**config.mk**
```make
export PLATFORM = sky130hd
export DESIGN_NAME = mcycle_unit
export DESIGN_NICKNAME = d
export VERILOG_FILES = /design/src/rtl/mcycle_unit.sv
export SDC_FILE = /design/constraint.sdc
export NUM_CORES = 1
export LEC_CHECK = 0
export ABC_AREA = 1
export BUFFER_PORTS_ARGS = -buffer_cell sky130_fd_sc_hd__buf_2
export CORE_MARGIN = 5
export CORE_UTILIZATION = 29
export CTS_BUF_LIST = sky130_fd_sc_hd__clkbuf_4
export CTS_CLUSTER_DIAMETER = 120
export DETAILED_ROUTE_END_ITERATION = 8
export GPL_TIMING_DRIVEN = 0
export PLACE_DENSITY = 0.52
export SLEW_MARGIN = 5
export SYNTH_ARGS = -nofsm -noshare
export SYNTH_HDL_FRONTEND = slang
export SYNTH_SLANG_ARGS = --single-unit
export TNS_END_PERCENT = 1
```
**constraint.sdc**
```tcl
create_clock -name CLK -period 5.4 [get_ports CLK]
set_input_delay 0.81 -clock CLK [delete_from_list [all_inputs] [get_ports CLK]]
set_output_delay 0.81 -clock CLK [all_outputs]
set_load 0.05 [all_outputs]
```
**src/rtl/mcycle_unit.sv**
```systemverilog
// mcycle_unit: iterative unsigned multiply / divide responder for the
// pipeline's multi-cycle start request. One shared WIDTH-bit hi/lo register
// pair serves as the shift-add accumulator (MUL) or the restoring remainder /
// quotient pair (DIV). One iteration is performed per clock; results are
// written once, at the completion edge.
//
// Ports:
//   CLK       in   1      clock, rising edge
//   RESET     in   1      asynchronous, active-high reset
//   Start     in   1      request, sampled only in IDLE
//   MCycleOp  in   1      0 = unsigned multiply, 1 = unsigned divide
//   Operand1  in   WIDTH  MUL multiplicand / DIV dividend
//   Operand2  in   WIDTH  MUL multiplier   / DIV divisor
//   Result1   out  WIDTH  MUL product low half / DIV quotient (registered)
//   Result2   out  WIDTH  MUL product high half / DIV remainder (registered)
//   Busy      out  1      pipeline stall, combinational from state and Start
module mcycle_unit #(
  parameter int unsigned WIDTH = 32
) (
  input  logic             CLK,
  input  logic             RESET,
  input  logic             Start,
  input  logic             MCycleOp,
  input  logic [WIDTH-1:0] Operand1,
  input  logic [WIDTH-1:0] Operand2,
  output logic [WIDTH-1:0] Result1,
  output logic [WIDTH-1:0] Result2,
  output logic             Busy
);

  localparam int unsigned CNT_W = (WIDTH > 1) ? $clog2(WIDTH) : 1;
  localparam logic [CNT_W-1:0] LAST_CNT = CNT_W'(WIDTH - 1);

  typedef enum logic [1:0] {
    IDLE      = 2'd0,
    COMPUTING = 2'd1,
    DONE      = 2'd2
  } state_t;

  state_t           state;
  state_t           state_next;
  logic [CNT_W-1:0] count;
  logic             is_div;
  logic [WIDTH-1:0] opnd;      // MUL: multiplicand, DIV: divisor
  logic [WIDTH-1:0] hi;        // MUL: accumulator high, DIV: remainder
  logic [WIDTH-1:0] lo;        // MUL: multiplier / product low, DIV: quotient
  logic [WIDTH-1:0] hi_next;
  logic [WIDTH-1:0] lo_next;
  logic [WIDTH:0]   mul_sum;
  logic [WIDTH:0]   div_shift;
  logic [WIDTH:0]   div_diff;
  logic             last_iter;
  logic             accept;

  assign last_iter = (count == LAST_CNT);
  assign accept    = (state == IDLE) && Start;

  // State register
  always_ff @(posedge CLK or posedge RESET) begin
    if (RESET) begin
      state <= IDLE;
    end else begin
      state <= state_next;
    end
  end

  // Next state and Busy; Busy is forced low while reset is asserted
  always_comb begin
    state_next = state;
    Busy       = 1'b0;
    unique case (state)
      IDLE: begin
        Busy = Start;
        if (Start) begin
          state_next = COMPUTING;
        end
      end
      COMPUTING: begin
        Busy = 1'b1;
        if (last_iter) begin
          state_next = DONE;
        end
      end
      DONE: begin
        // Start still held here belongs to the finished request
        state_next = IDLE;
      end
      default: begin
        state_next = IDLE;
      end
    endcase
    if (RESET) begin
      Busy = 1'b0;
    end
  end

  // One iteration step for either operation
  always_comb begin
    hi_next   = hi;
    lo_next   = lo;
    // Shift-add: add multiplicand into the high half when the multiplier LSB
    // is set, then shift {carry, hi, lo} right by one.
    mul_sum   = {1'b0, hi} + (lo[0] ? {1'b0, opnd} : {(WIDTH+1){1'b0}});
    // Restoring divide: bring the next dividend bit into the remainder and try
    // a WIDTH+1-bit subtract; a clear sign bit means the divisor fits.
    div_shift = {hi, lo[WIDTH-1]};
    div_diff  = div_shift - {1'b0, opnd};
    if (is_div) begin
      if (!div_diff[WIDTH]) begin
        hi_next = div_diff[WIDTH-1:0];
        lo_next = {lo[WIDTH-2:0], 1'b1};
      end else begin
        hi_next = div_shift[WIDTH-1:0];
        lo_next = {lo[WIDTH-2:0], 1'b0};
      end
    end else begin
      hi_next = mul_sum[WIDTH:1];
      lo_next = {mul_sum[0], lo[WIDTH-1:1]};
    end
  end

  // Operand latch, iteration registers and iteration counter
  always_ff @(posedge CLK or posedge RESET) begin
    if (RESET) begin
      count  <= '0;
      is_div <= 1'b0;
      opnd   <= '0;
      hi     <= '0;
      lo     <= '0;
    end else if (accept) begin
      count  <= '0;
      is_div <= MCycleOp;
      opnd   <= MCycleOp ? Operand2 : Operand1;
      hi     <= '0;
      lo     <= MCycleOp ? Operand1 : Operand2;
    end else if (state == COMPUTING) begin
      count <= count + CNT_W'(1);
      hi    <= hi_next;
      lo    <= lo_next;
    end
  end

  // Result registers: written only at the completion edge
  always_ff @(posedge CLK or posedge RESET) begin
    if (RESET) begin
      Result1 <= '0;
      Result2 <= '0;
    end else if ((state == COMPUTING) && last_iter) begin
      Result1 <= lo_next;
      Result2 <= hi_next;
    end
  end

endmodule
```
# == After elaboration in Yosys (flattened, before gate mapping) ==
# Index checks and enable logic that the tools add are counted.
# W data, S select, Z words.
# totals
regBits,168
in_bits,68
output_inout_bits,65
elab_cells,38
# classes
addsub,3
n_eq_ne,4
n_mux,18
reduce_logical,5
# ops
operator,count
$mux W32,10
$add A32 B32 Y33,1
$sub A33 B32 Y33,1
$mux W5,2
$add A5 B1 Y5 const B,1
$eq A5 B5 Y1 const B,1
$mux W2,2
$ne A2 B2 Y1 const B,2
$pmux W2 S2,1
$eq A2 B1 Y1 const B,1
$logic_and A1 B1 Y1,2
$logic_not A2 Y1,1
$mux W1,2
$pmux W1 S2,1
$reduce_and A2 Y1,1
$reduce_bool A2 Y1,1

# == Depth between registers and ports, before layout ==
# depth
ltp_word,5
ltp_mapped,21
mapped_depth_nobuf,20

# == Least setup slack after synthesis ==
# OpenSTA, ideal clock, no wires.
# synth_timing
path_kind,in2out
from,input port Start
to,output port Busy
arrival_time_ns,1.967
t_required_ns,4.590
setup_slack_ns,2.623
stages,5
path_buffers,1
path_cell_list,nand3_2 inv_1 nor2_1 clkbuf_1 nor2_1
# synth_between
elab_chain_len,2
# synth_rtl
item,line,text
"start, declared",22,"input logic Start,"
$pmux W1 S2,71,unique case (state)
$mux W1,92,if (RESET) begin
"end, declared",28,output logic Busy
# Every way passes these cells.

# == Worst setup path after layout ==
# layout_timing
from,register state[1]
to,output port Busy
# layout_between
elab_chain_len,3
word_cells_on_any_way,4
classes_between,eq/ne: 1; mux: 2; reduce/logical: 1
# layout_rtl
item,line,text
"start, declared",40,state_t state;
"start signal, assigned",63,state <= state_next;
$eq A2 B1 Y1 or $logic_not A2 Y1 (tied branches),71,
$pmux W1 S2 (*),71,
$mux W1 (*),92,
# Mark *: on every way between the ends. The rest lies on a longest branch, timed or not.

==> impl_results.md <==
- Worst skew pair latency: 0.68 ns
- Most frequent cells in the layout: nand2_1, inv_1, o21ai_0
- CP arrival: 2.97 ns
- Startpoint Class: register
- CTS tree: done
- Relative slew slack: 31.0%
- Port bufs: 131
- PnR worst setup slack: 1.62 ns
- Synth-to-Final Area Change: 12.9%
- Vias in the first global route: 13600
- Max stage delay on crit path: 0.48 ns
- Synthesized area: 13100 um^2
- Tmin final: 3.78 ns
- Flop and latch count out of synthesis: 168
- Clock Skews: 0.0346 ns
- Final hold vios: 0
- Die W: 223 um
- Critical-path cell list: inv_1 > nand2_1 > nand3_2 > inv_1 > nor2_1 > clkbuf_1 > nor2_1 > buf_2
- Final setup viols: 0
- Area leader, netlist: dfrtp_1
- Status: finished, final reports clean
- Simple logic cell fraction of the synthesized area: 33.3%
- NumNets Final: 2402
- WP data required: 4.59 ns
- Die Span Y: 223 um
- Synth Area in XOR/XNOR: 1.00%
- Initial antenna violation count: 2
- RSZ-0062 raised after global routing: false
- Setup_tns: 0 ns
- Post-CTS Setup Bufs: 0
- TritonCTS Sinks: 168
- Die area: 49600 um^2
- Synth cell types: 39
- Max-cap violations: 0
- Hold crit path type: in2async
- Vias post-DR: 14000
- Post-route cell area: 14800 um^2
- Worst-path fanout max: 10
- DR vias/cell: 4.85
- Post-DP HPWL: 42600 um
- Share of cells above drive strength 1: 8.82%
- Synth Area in Adders: 6.59%
- Core Rows: 78
- Mapped Nets: 2251
- Placed insts: 2847
- Initial Util: 29.1%
- RePlAce Congestion: 0.975
- Dpl ws: 1.83 ns
- Largest net degree at the start of global routing: 114
- Remaining antenna violation count: 0
- Fillers: 5108
- Placed Area: 14600 um^2
- Area taken by multi-input logic gates: 7300 um^2
- Syn avg cell area: 6.21 um^2
- Post-synthesis compound-gate area fraction: 14.7%
- CTS H-tree depth: 4
- TritonCTS Buffers: 17
- Fmax: 264 MHz
- Post-route insts no fill: 2880
- CTS clk-pin slew, worst paths: 0.15 ns
- Drt first-iter violations: 1008
- Kind of end point of the critical path: output pin
- Fin. max-slew vios: 0
- Seq/Total Area, Yosys: 32.0%
- CTS resizes: 0
- Synth top area cells: dfrtp_1, nand2_1, inv_1
- Ys Warns: 0
- Post-Route WL: 52100 um
- Critical path type: reg2out
- Gr usage total: 20.7%
- First-pass GRT wire length: 79600 um
- Crit path max-delay cell type: clkbuf_1
- Most common cell after layout, fill and taps aside: nand2_1
- WL/cell: 18.1 um
- Grt ovf: 0
- TritonRoute pass-1 iters: 7
- Ports: 133
- Register area: 4200 um^2
- Fin crit share: 70.1%
- Cells after Synth: 2115
- Cts hold-fix bufs: 0
- Remaining DRCs: 0
- Post-synth top area share: 32.0%
- Clock Path Buffers: 2
- Largest family of logic cells by synthesized area: simple AND/OR/NAND/NOR gates
- Reg2reg path depth: 15
- Worst-Margin Slew: 1.03 ns
- Core area: 45100 um^2
- Mux share of post-synthesis cell area: 0%
- Clock root cell: clkbuf_4
stage by stage:
stage	utilization (%)	hold WS (ns)
6_report	32.9	0.157
5_1_grt	32.9	0.124
4_1_cts	32.9	0.104
3_5_place_dp	32.3	0.460
3_3_place_gp	32.2	0.459
2_1_floorplan	-	0.473
path summary, 6_finish.rpt:
check | slack (ns) | from | endpoint
hold reg to reg | 0.49 | Result2[27]$_DFFE_PP0P_ | Result2[27]$_DFFE_PP0P_
setup reg to reg | 1.81 | lo[0]$_DFFE_PP0N_ | Result2[29]$_DFFE_PP0P_
hold / removal | 0.16 | RESET | Result1[2]$_DFFE_PP0P_
min in group CLK | 0.43 | Operand1[5] | opnd[5]$_DFFE_PP0P_
max in group asynchronous | 4.34 | RESET | Result2[20]$_DFFE_PP0P_
setup / recovery | 1.62 | state[1]$_DFFE_PP0P_ | Busy
worst max-delay path: cells and delay by family (launching register included):
family                 cells  cell delay (ns)
buffers and inverters      4             0.97
DFF                        1             0.46
and+or+nand+nor            4             0.88
state kept, by name, summed over array words and instances (netlist names):
| register | flops |
|---|---|
| Result1 | 32 |
| Result2 | 32 |
| count | 5 |
| hi | 32 |
| is_div | 1 |
| lo | 32 |
| opnd | 32 |
| state | 2 |
kinds of logic (layout without fill, tap and decap cells):
kind of cell               count (synthesis)  count (layout)
AOI/OAI and AO/OA                        359             359
xor gates and xnor gates                  15              15
adders and majority gates                 68              68
buffers and inverters                    422             586
DFF                                      168             168
other                                      0               1
and+or+nand+nor                         1083            1083
synthesized netlist by cell type, drive strengths merged:
master / number
a21oi: 76
clkbuf: 57
a31oi: 2
clkinv: 1
o21bai: 8
nor2: 105
nor3: 13
nand3: 140
and2: 3
nand3b: 3
buf: 21
or2: 9
fa: 2
inv: 343
a22o: 1
nand4: 10
o21ai: 236
o211ai: 28
nor4: 3
dfrtp: 168
a32o: 1
a21o: 4
and3: 1
xor2: 14
xnor2: 1
a21boi: 3
ha: 66
nand2: 796
final cells by class:
| type | count | share of cell area [%] |
|---|---|---|
| Antenna cell | 1 | 0.0169 |
| Buffer | 78 | 2.28 |
| Clock buffer | 17 | 0.861 |
| Clock inverter | 15 | 0.844 |
| Inverter | 344 | 8.76 |
| Multi-Input combinational cell | 1525 | 49.2 |
| Sequential cell | 168 | 28.3 |
| Tap cell | 600 | 5.06 |
| Timing Repair Buffer | 132 | 4.61 |
routing by layer:
layer / track usage (%) / part of all wire (%) / up-vias / routed length, um
met5: 0 / 0 / - / 0
met4: 5.47 / 2.4 / 0 / 1240
met3: 3.62 / 6.4 / 67 / 3350
met2: 33.3 / 45 / 467 / 23400
met1: 28.8 / 46 / 6472 / 24100
li1: - / - / 6952 / -
Power is not shown: default switching activity piles up to over one toggle a cycle in this logic, so the estimate is an artifact.
